File: src/rtl/agc_pwm_ctrl.sv
// ============================================================================
// agc_pwm_ctrl
// ----------------------------------------------------------------------------
// AGC gain-control PWM generator. Each accepted power estimate is compared
// against the requested level. When the loop is acquiring and the error is
// outside the lock window, the duty word is stepped toward the request. The
// step is fine or coarse, depending on the error magnitude. The word
// saturates at programmable bounds. A lock/unlock state machine with
// hysteresis freezes the word once the loop has settled.
//
// Optional feature macro:
//   AGC_UNLOCK_EN - when defined, a run of UNLOCK_N consecutive estimates
//                   outside the unlock window drops LOCKED back to ACQ.
//                   When undefined, LOCKED is sticky until manual mode or
//                   reset.
//
// Ports:
//   clk              - single clock
//   reset            - asynchronous, active-high reset
//   pwr_req_val      - requested power, unsigned dB
//   pwr_est_dB       - estimated power, unsigned dB
//   pwr_est_end      - one-cycle strobe marking a valid estimate
//   pwr_range        - lock window half-width
//   pwr_unlock_range - unlock window half-width
//   coarse_th        - |error| above this selects the coarse step
//   pwm_step_fine    - fine step size
//   pwm_step_coarse  - coarse step size
//   pwm_ena          - closed-loop enable
//   pwm_inv          - invert gain polarity
//   pwm_th_ena       - force manual load
//   pwm_th_in        - manual duty value
//   pwm_max_val      - upper clamp
//   pwm_min_val      - lower clamp
//   pwm_val          - duty word
//   pwm_val_up       - one-cycle update strobe
//   agc_fix          - high while LOCKED
//   agc_state        - MANUAL=0, ACQ=1, LOCKED=2
// ============================================================================
module agc_pwm_ctrl #(
    parameter int PWM_W    = 8,
    parameter int DB_W     = 9,
    parameter int RNG_W    = 8,
    parameter int LOCK_N   = 4,
    parameter int UNLOCK_N = 2,
    parameter int CNT_W    = 4
) (
    input  logic             clk,
    input  logic             reset,
    input  logic [DB_W-1:0]  pwr_req_val,
    input  logic [DB_W-1:0]  pwr_est_dB,
    input  logic             pwr_est_end,
    input  logic [RNG_W-1:0] pwr_range,
    input  logic [RNG_W-1:0] pwr_unlock_range,
    input  logic [DB_W-1:0]  coarse_th,
    input  logic [3:0]       pwm_step_fine,
    input  logic [3:0]       pwm_step_coarse,
    input  logic             pwm_ena,
    input  logic             pwm_inv,
    input  logic             pwm_th_ena,
    input  logic [PWM_W-1:0] pwm_th_in,
    input  logic [PWM_W-1:0] pwm_max_val,
    input  logic [PWM_W-1:0] pwm_min_val,
    output logic [PWM_W-1:0] pwm_val,
    output logic             pwm_val_up,
    output logic             agc_fix,
    output logic [1:0]       agc_state
);

    typedef enum logic [1:0] {
        ST_MANUAL = 2'd0,
        ST_ACQ    = 2'd1,
        ST_LOCKED = 2'd2
    } state_t;

    state_t           state_q;
    state_t           state_d;
    logic [CNT_W-1:0] lock_cnt_q;
    logic [CNT_W-1:0] lock_cnt_d;
    logic [CNT_W-1:0] unlock_cnt_q;
    logic [CNT_W-1:0] unlock_cnt_d;
    logic             adj_d;

    logic [DB_W:0]    delta;
    logic [DB_W-1:0]  err_abs;
    logic             in_rng;
    logic             out_win;
    logic             err_pos;
    logic             dir_up;
    logic [3:0]       step_sel;
    logic             manual_req;
    logic             accept;

    // Pipeline stage between the estimate edge and the duty-word edge
    logic             upd_pend_q;
    logic             adj_en_q;
    logic             adj_up_q;
    logic [3:0]       adj_step_q;

    logic [PWM_W:0]   sum_w;
    logic [PWM_W:0]   diff_w;
    logic [PWM_W-1:0] pwm_next;

    // Error is one bit wider than the operands so that the sign survives.
    // The magnitude of a difference of two DB_W-bit unsigned values always
    // fits back into DB_W bits.
    assign delta   = {1'b0, pwr_req_val} - {1'b0, pwr_est_dB};
    assign err_abs = delta[DB_W] ? DB_W'((DB_W+1)'(0) - delta) : delta[DB_W-1:0];
    assign in_rng  = (err_abs <= DB_W'(pwr_range));
    assign out_win = (err_abs > DB_W'(pwr_unlock_range));
    assign err_pos = !delta[DB_W] && (delta != '0);
    assign dir_up  = err_pos ^ pwm_inv;
    assign step_sel = (err_abs > coarse_th) ? pwm_step_coarse : pwm_step_fine;

    // Manual mode wins over everything, so an estimate arriving in the same
    // cycle as a manual request is never accepted.
    assign manual_req = !pwm_ena || pwm_th_ena;
    assign accept     = pwr_est_end && (state_q != ST_MANUAL) && !manual_req;

    assign agc_state = state_q;

    // State, counters and the registered lock flag. agc_fix follows the
    // next state, so it rises on the same edge that enters LOCKED.
    always_ff @(posedge clk or posedge reset) begin
        if (reset) begin
            state_q      <= ST_MANUAL;
            lock_cnt_q   <= '0;
            unlock_cnt_q <= '0;
            agc_fix      <= 1'b0;
        end else begin
            state_q      <= state_d;
            lock_cnt_q   <= lock_cnt_d;
            unlock_cnt_q <= unlock_cnt_d;
            agc_fix      <= (state_d == ST_LOCKED);
        end
    end

    // Next-state and counter logic. Counters are cleared whenever the loop
    // is in or is entering manual mode, so that each acquisition starts
    // clean.
    always_comb begin
        state_d      = state_q;
        lock_cnt_d   = lock_cnt_q;
        unlock_cnt_d = unlock_cnt_q;
        adj_d        = 1'b0;

        if (manual_req) begin
            state_d      = ST_MANUAL;
            lock_cnt_d   = '0;
            unlock_cnt_d = '0;
        end else begin
            case (state_q)
                ST_MANUAL: begin
                    state_d      = ST_ACQ;
                    lock_cnt_d   = '0;
                    unlock_cnt_d = '0;
                end
                ST_ACQ: begin
                    if (accept) begin
                        if (in_rng) begin
                            if (lock_cnt_q == CNT_W'(LOCK_N - 1)) begin
                                state_d      = ST_LOCKED;
                                lock_cnt_d   = '0;
                                unlock_cnt_d = '0;
                            end else begin
                                lock_cnt_d = lock_cnt_q + CNT_W'(1);
                            end
                        end else begin
                            lock_cnt_d = '0;
                            adj_d      = 1'b1;
                        end
                    end
                end
                ST_LOCKED: begin
                    if (accept) begin
`ifdef AGC_UNLOCK_EN
                        if (out_win) begin
                            if (unlock_cnt_q == CNT_W'(UNLOCK_N - 1)) begin
                                state_d      = ST_ACQ;
                                lock_cnt_d   = '0;
                                unlock_cnt_d = '0;
                            end else begin
                                unlock_cnt_d = unlock_cnt_q + CNT_W'(1);
                            end
                        end else begin
                            unlock_cnt_d = '0;
                        end
`else
                        // The counter still tracks out-of-window runs, but
                        // it saturates and never releases the lock.
                        if (out_win) begin
                            if (unlock_cnt_q != CNT_W'(UNLOCK_N - 1)) begin
                                unlock_cnt_d = unlock_cnt_q + CNT_W'(1);
                            end
                        end else begin
                            unlock_cnt_d = '0;
                        end
`endif
                    end
                end
                default: begin
                    state_d      = ST_MANUAL;
                    lock_cnt_d   = '0;
                    unlock_cnt_d = '0;
                end
            endcase
        end
    end

    // Capture the adjust decision on the estimate edge. Every accepted
    // estimate produces an update strobe one edge later, even when no
    // adjustment is applied, such as in LOCKED.
    always_ff @(posedge clk or posedge reset) begin
        if (reset) begin
            upd_pend_q <= 1'b0;
            adj_en_q   <= 1'b0;
            adj_up_q   <= 1'b0;
            adj_step_q <= '0;
        end else begin
            upd_pend_q <= accept;
            adj_en_q   <= adj_d;
            adj_up_q   <= dir_up;
            adj_step_q <= step_sel;
        end
    end

    // Saturating step computed one bit wide so that carry and borrow are
    // visible. A word that is already outside [min,max] is pulled back
    // into range by the next adjustment, whichever direction it takes.
    always_comb begin
        sum_w    = {1'b0, pwm_val} + (PWM_W+1)'(adj_step_q);
        diff_w   = {1'b0, pwm_val} - (PWM_W+1)'(adj_step_q);
        pwm_next = pwm_val;
        if (adj_up_q) begin
            if (sum_w[PWM_W] || (sum_w[PWM_W-1:0] > pwm_max_val)) begin
                pwm_next = pwm_max_val;
            end else if (sum_w[PWM_W-1:0] < pwm_min_val) begin
                pwm_next = pwm_min_val;
            end else begin
                pwm_next = sum_w[PWM_W-1:0];
            end
        end else begin
            if (diff_w[PWM_W] || (diff_w[PWM_W-1:0] < pwm_min_val)) begin
                pwm_next = pwm_min_val;
            end else if (diff_w[PWM_W-1:0] > pwm_max_val) begin
                pwm_next = pwm_max_val;
            end else begin
                pwm_next = diff_w[PWM_W-1:0];
            end
        end
    end

    // Duty word and update strobe. A manual request in the update cycle
    // discards the pending result and loads the manual value instead.
    always_ff @(posedge clk or posedge reset) begin
        if (reset) begin
            pwm_val    <= '0;
            pwm_val_up <= 1'b0;
        end else if (manual_req) begin
            pwm_val    <= pwm_th_in;
            pwm_val_up <= 1'b0;
        end else begin
            pwm_val_up <= upd_pend_q;
            if (upd_pend_q && adj_en_q) begin
                pwm_val <= pwm_next;
            end
        end
    end

endmodule
File: config.mk
export PLATFORM = sky130hd
export DESIGN_NAME = agc_pwm_ctrl
export DESIGN_NICKNAME = d
export VERILOG_FILES = /design/src/rtl/agc_pwm_ctrl.sv
export SDC_FILE = /design/constraint.sdc
export NUM_CORES = 1
export LEC_CHECK = 0
export CORE_UTILIZATION = 46
export DETAILED_ROUTE_END_ITERATION = 7
export PLACE_DENSITY = 0.75
export SLEW_MARGIN = 15
export SYNTH_ARGS = -nofsm -noshare
export SYNTH_HDL_FRONTEND = slang
export SYNTH_SLANG_ARGS = --single-unit
File: constraint.sdc
create_clock -name clk -period 3.4 [get_ports clk]
set_input_delay 0.68 -clock clk [delete_from_list [all_inputs] [get_ports clk]]
set_output_delay 0.68 -clock clk [all_outputs]
set_load 0.05 [all_outputs]
==> results.py <==
metrics = {
    "synth": {
        "synth-edff-count": 0,
        "avgSynthCellArea_um2": 8.42,
        "yosys_warnings": 0,
        "synth_flop_cell": "dfrtp_1",
        "syn_area_mm2": 0.00351,
        "syn_nets": 567,
        "async_flop_share_pct": 100,
        "ys_types": 63,
        "postSynthRegisterBits": 23,
        "syn_inst": 417,
        "ys_seq_area_share_pct": 16.4,
    },
    "floorplanning": {
        "start_util_pct": 47.9,
        "die_area_mm2": 0.00799,
        "core_mm2": 0.00733,
        "die_x_um": 89.4,
        "io_pins": 93,
        "dieHeight_um": 89.4,
        "core.rowCount": 31,
    },
    "finish": {
        "fill_cells": 399,
        "drive_gt1_share_pct": 40.9,
        "fin_util_pct": 81.6,
        "fin_area_mm2": 0.00598,
        "diodes": 0,
        "synthToLayoutAreaGrowth_pct": 70.3,
        "layout.nets": 738,
    },
    "detailed_routing": {
        "drc": 0,
        "postRouteAntennaNets": 0,
        "wl_um": 12900,
        "dr.pass1.iters": 5,
        "drtIter0Drc": 266,
        "viasPerCell": 5.94,
        "wl_per_cell_um": 18.9,
        "vias": 4077,
    },
    "worst_setup_path": {
        "max_stage_delay_ns": 0.35,
        "crit_chain": "buf_8 -> inv_8 -> ha_4 -> fa_2 -> nand2b_4 -> a21oi_1 -> or4_4 -> o311ai_4 -> a41oi_1 -> xnor2_1 -> buf_4 -> ha_1 -> o21ai_1 -> a21oi_1 -> o22a_2 -> buf_4 -> nor2_4 -> a32o_1",
        "end_kind": "flip-flop",
        "crit_buf_inv": 4,
        "critical-path-top-delay-family": "compound AO/OA/AOI/OAI gates",
        "cp-start-kind": "input pin",
        "cp.arrival_ns": 3.84,
        "path_class": "input pin to flip-flop",
        "cp.required_ns": 3.56,
        "worstPathMaxFanout": 4,
        "crit_slowest_cell": "fa_2",
    },
    "timing": {
        "hold_viol": 0,
        "fin_crit_ns": 3.68,
        "finalSetupViolCount": 19,
        "max_freq_mhz": 272,
        "worst_pin_slew_ns": 0.883,
        "relSlewSlack_pct": 41.0,
        "setup_ws_ns": -0.279,
        "rsz0062_at_grt": "yes",
        "period_share_pct": 108,
        "slew_viol_final": 0,
        "fin_skew_ns": 0.0102,
    },
    "clocking": {
        "cts_buffers": 3,
        "cts_root_buffer": "clkbuf_8",
        "cts_sinks": 23,
        "clockBufferDepth": 2,
        "h-tree-depth": 1,
        "cts_tree": "built",
        "cts.clk_slew.worst_paths_ns": 0.09,
        "clk_latency_ns": 0.26,
        "cts_hold_buf": 0,
    },
    "grt": {
        "grt_max_degree": 24,
        "grt_antenna_before_repair": 0,
        "first_global_vias": 3772,
        "grt_util_all_layers_pct": 27.8,
        "gr-total-overflow": 0,
        "grt_pass1_wl_um": 17100,
    },
    "outcome": {
        "status": "finished, violations left",
        "violations": "setup timing",
    },
    "power_and_ir_drop": {
        "p_seq_share_pct": 11.3,
        "ir_drop_mv": 0.263,
        "total_leakage_power_uw": 0.00277,
        "p_int_uw": 1600,
        "p_clk_share_pct": 5.6,
        "total_power_uw": 2970,
        "comb_power_share_pct": 83.1,
        "power_switching_uw": 1370,
        "power.density_mw_per_mm2": 497,
        "switching_share_pct": 46.1,
    },
    "place": {
        "place_ws_ns": -1.00,
        "place_hpwl_um": 8590,
        "gp_congestion": 0.890,
        "port_buffers": 84,
        "post_dp_cell_area_mm2": 0.00509,
    },
    "run": {
        "cap_violations": 0,
    },
    "worst_hold_path": {
        "hp-class": "flip-flop to flip-flop",
    },
}
[metrics by stage]
| step | hold WS [ns] | std cells | TNS [ns] |
|---|---|---|---|
| 6_report | 0.493 | 686 | -3.35 |
| 3_3_place_gp | 0.470 | 648 | -10.36 |
| 2_1_floorplan | 0.454 | 417 | -0.616 |
| 5_1_grt | 0.511 | 686 | -5.34 |
| 3_5_place_dp | 0.482 | 648 | -12.14 |
| 4_1_cts | 0.502 | 670 | -2.43 |
[power by group through the flow]
stage,Sequential (µW),Clock (µW),Combinational [µW]
after floorplan,356,0,1120
after CTS,329,169,2010
final,335,168,2470
after global placement,332,0,1700
after global routing,338,179,2640
after detailed placement,333,0,1770
[synthesized netlist by cell type (all sizes together) (2+ instances only)]
cell,count,area (µm²)
o211a,2,20.0
a21o,6,45.0
fa,3,60.1
o311ai,2,25.0
nor2b,9,56.3
a32o,2,20.0
a22o,2,17.5
or4,2,16.3
xnor2,12,105
nor4,2,12.5
o21ai,21,105
a31oi,2,18.8
a2111oi,2,23.8
nor2,35,131
a21oi,28,151
mux2,11,124
nand4,5,31.3
mux2i,14,140
or3,2,17.5
or2,2,12.5
dfrtp,23,576
a211oi,3,22.5
and3,3,18.8
xor2,13,129
a221oi,4,35.0
nand2,17,63.8
nand2b,7,43.8
o21bai,2,15.0
o22ai,6,37.5
nand3,9,45.0
o31ai,3,27.5
nor3b,2,15.0
o21a,9,67.6
o22a,5,46.3
clkbuf,6,22.5
nor3,5,30.0
a21boi,3,22.5
o2111ai,3,26.3
ha,66,826
inv,52,195
[layout by cell type (no fill, tap or decap), types with 4 or more instances in the layout]
| cell type | count |
|---|---|
| inv_2 | 8 |
| nor2b_4 | 4 |
| buf_4 | 77 |
| dfrtp_1 | 20 |
| nand2b_1 | 6 |
| nor2b_1 | 4 |
| nor2_2 | 5 |
| ha_4 | 15 |
| nand3_1 | 5 |
| nor3_1 | 4 |
| nand2_1 | 13 |
| inv_1 | 42 |
| xnor2_2 | 4 |
| o21ai_1 | 6 |
| mux2i_1 | 10 |
| clkdlybuf4s50_1 | 68 |
| nand4_1 | 5 |
| mux2_4 | 7 |
| nor2_4 | 4 |
| clkbuf_2 | 7 |
| xor2_1 | 6 |
| o21ai_2 | 8 |
| o21a_1 | 9 |
| mux2_2 | 4 |
| o22ai_1 | 5 |
| a21o_1 | 6 |
| a21oi_2 | 11 |
| xor2_2 | 5 |
| a221oi_2 | 4 |
| nand3_2 | 4 |
| o21ai_0 | 6 |
| xnor2_1 | 7 |
| ha_1 | 50 |
| a21oi_1 | 14 |
| buf_6 | 14 |
| nor2_1 | 26 |
[cell families after synthesis]
family                   share of synthesized area [%]
AO/OA/AOI/OAI                                     23.0
XOR/XNOR                                          6.66
adder cells (fa/ha/maj)                           25.2
buffers and inverters                             6.20
flip-flops                                        16.4
multiplexers                                      7.52
AND/OR/NAND/NOR                                   15.0
[routing by layer]
layer	GRT usage (%)	share of wire [%]	vias to the layer above
met5	0	0	-
met1	34.8	40	1969
met2	50.5	51	200
li1	-	-	1855
met4	9.24	3.6	0
met3	2.03	5.2	53
[what timing repair did]
item	in CTS	in global routing
resized for setup	90	97
endpoints found under the setup margin	20	20
buffers inserted	18	16
pin swaps	46	58
[sequential cells by signal, summed over array words and instances, names as in the netlist]
signal      cells
pwm_val         8
agc_fix         1
adj_en_q        1
pwm_val_up      1
adj_step_q      4
agc_state       2
adj_up_q        1
upd_pend_q      1
lock_cnt_q      4
[final timing paths]
kind	from	endpoint	slack, ns	depth (start not counted)
hold / removal	upd_pend_q$_DFF_PP0_	pwm_val_up$_DFF_PP0_	0.49	1
min in group asynchronous	reset	lock_cnt_q[3]$_DFFE_PP0P_	0.90	2
hold reg to reg	upd_pend_q$_DFF_PP0_	pwm_val_up$_DFF_PP0_	0.49	1
max in group asynchronous	reset	pwm_val[1]$_DFFE_PP0P_	1.89	2
setup reg to reg	pwm_val[0]$_DFFE_PP0P_	pwm_val[4]$_DFFE_PP0P_	-0.23	14
setup / recovery	pwr_req_val[0]	agc_state[1]$_DFF_PP0_	-0.28	18
[layout make-up]
class / instances / area [µm²] / share of cell area (%)
inverters: 52 / 205 / 3.43
clock inverters: 1 / 5.00 / 0.0837
multi-input cells: 336 / 3510 / 58.6
flip-flops and latches: 23 / 579 / 9.68
repair buffers: 172 / 1520 / 25.4
well taps: 99 / 124 / 2.07
clock buffers: 3 / 41.3 / 0.690
Power figures use the tool's default switching activity.
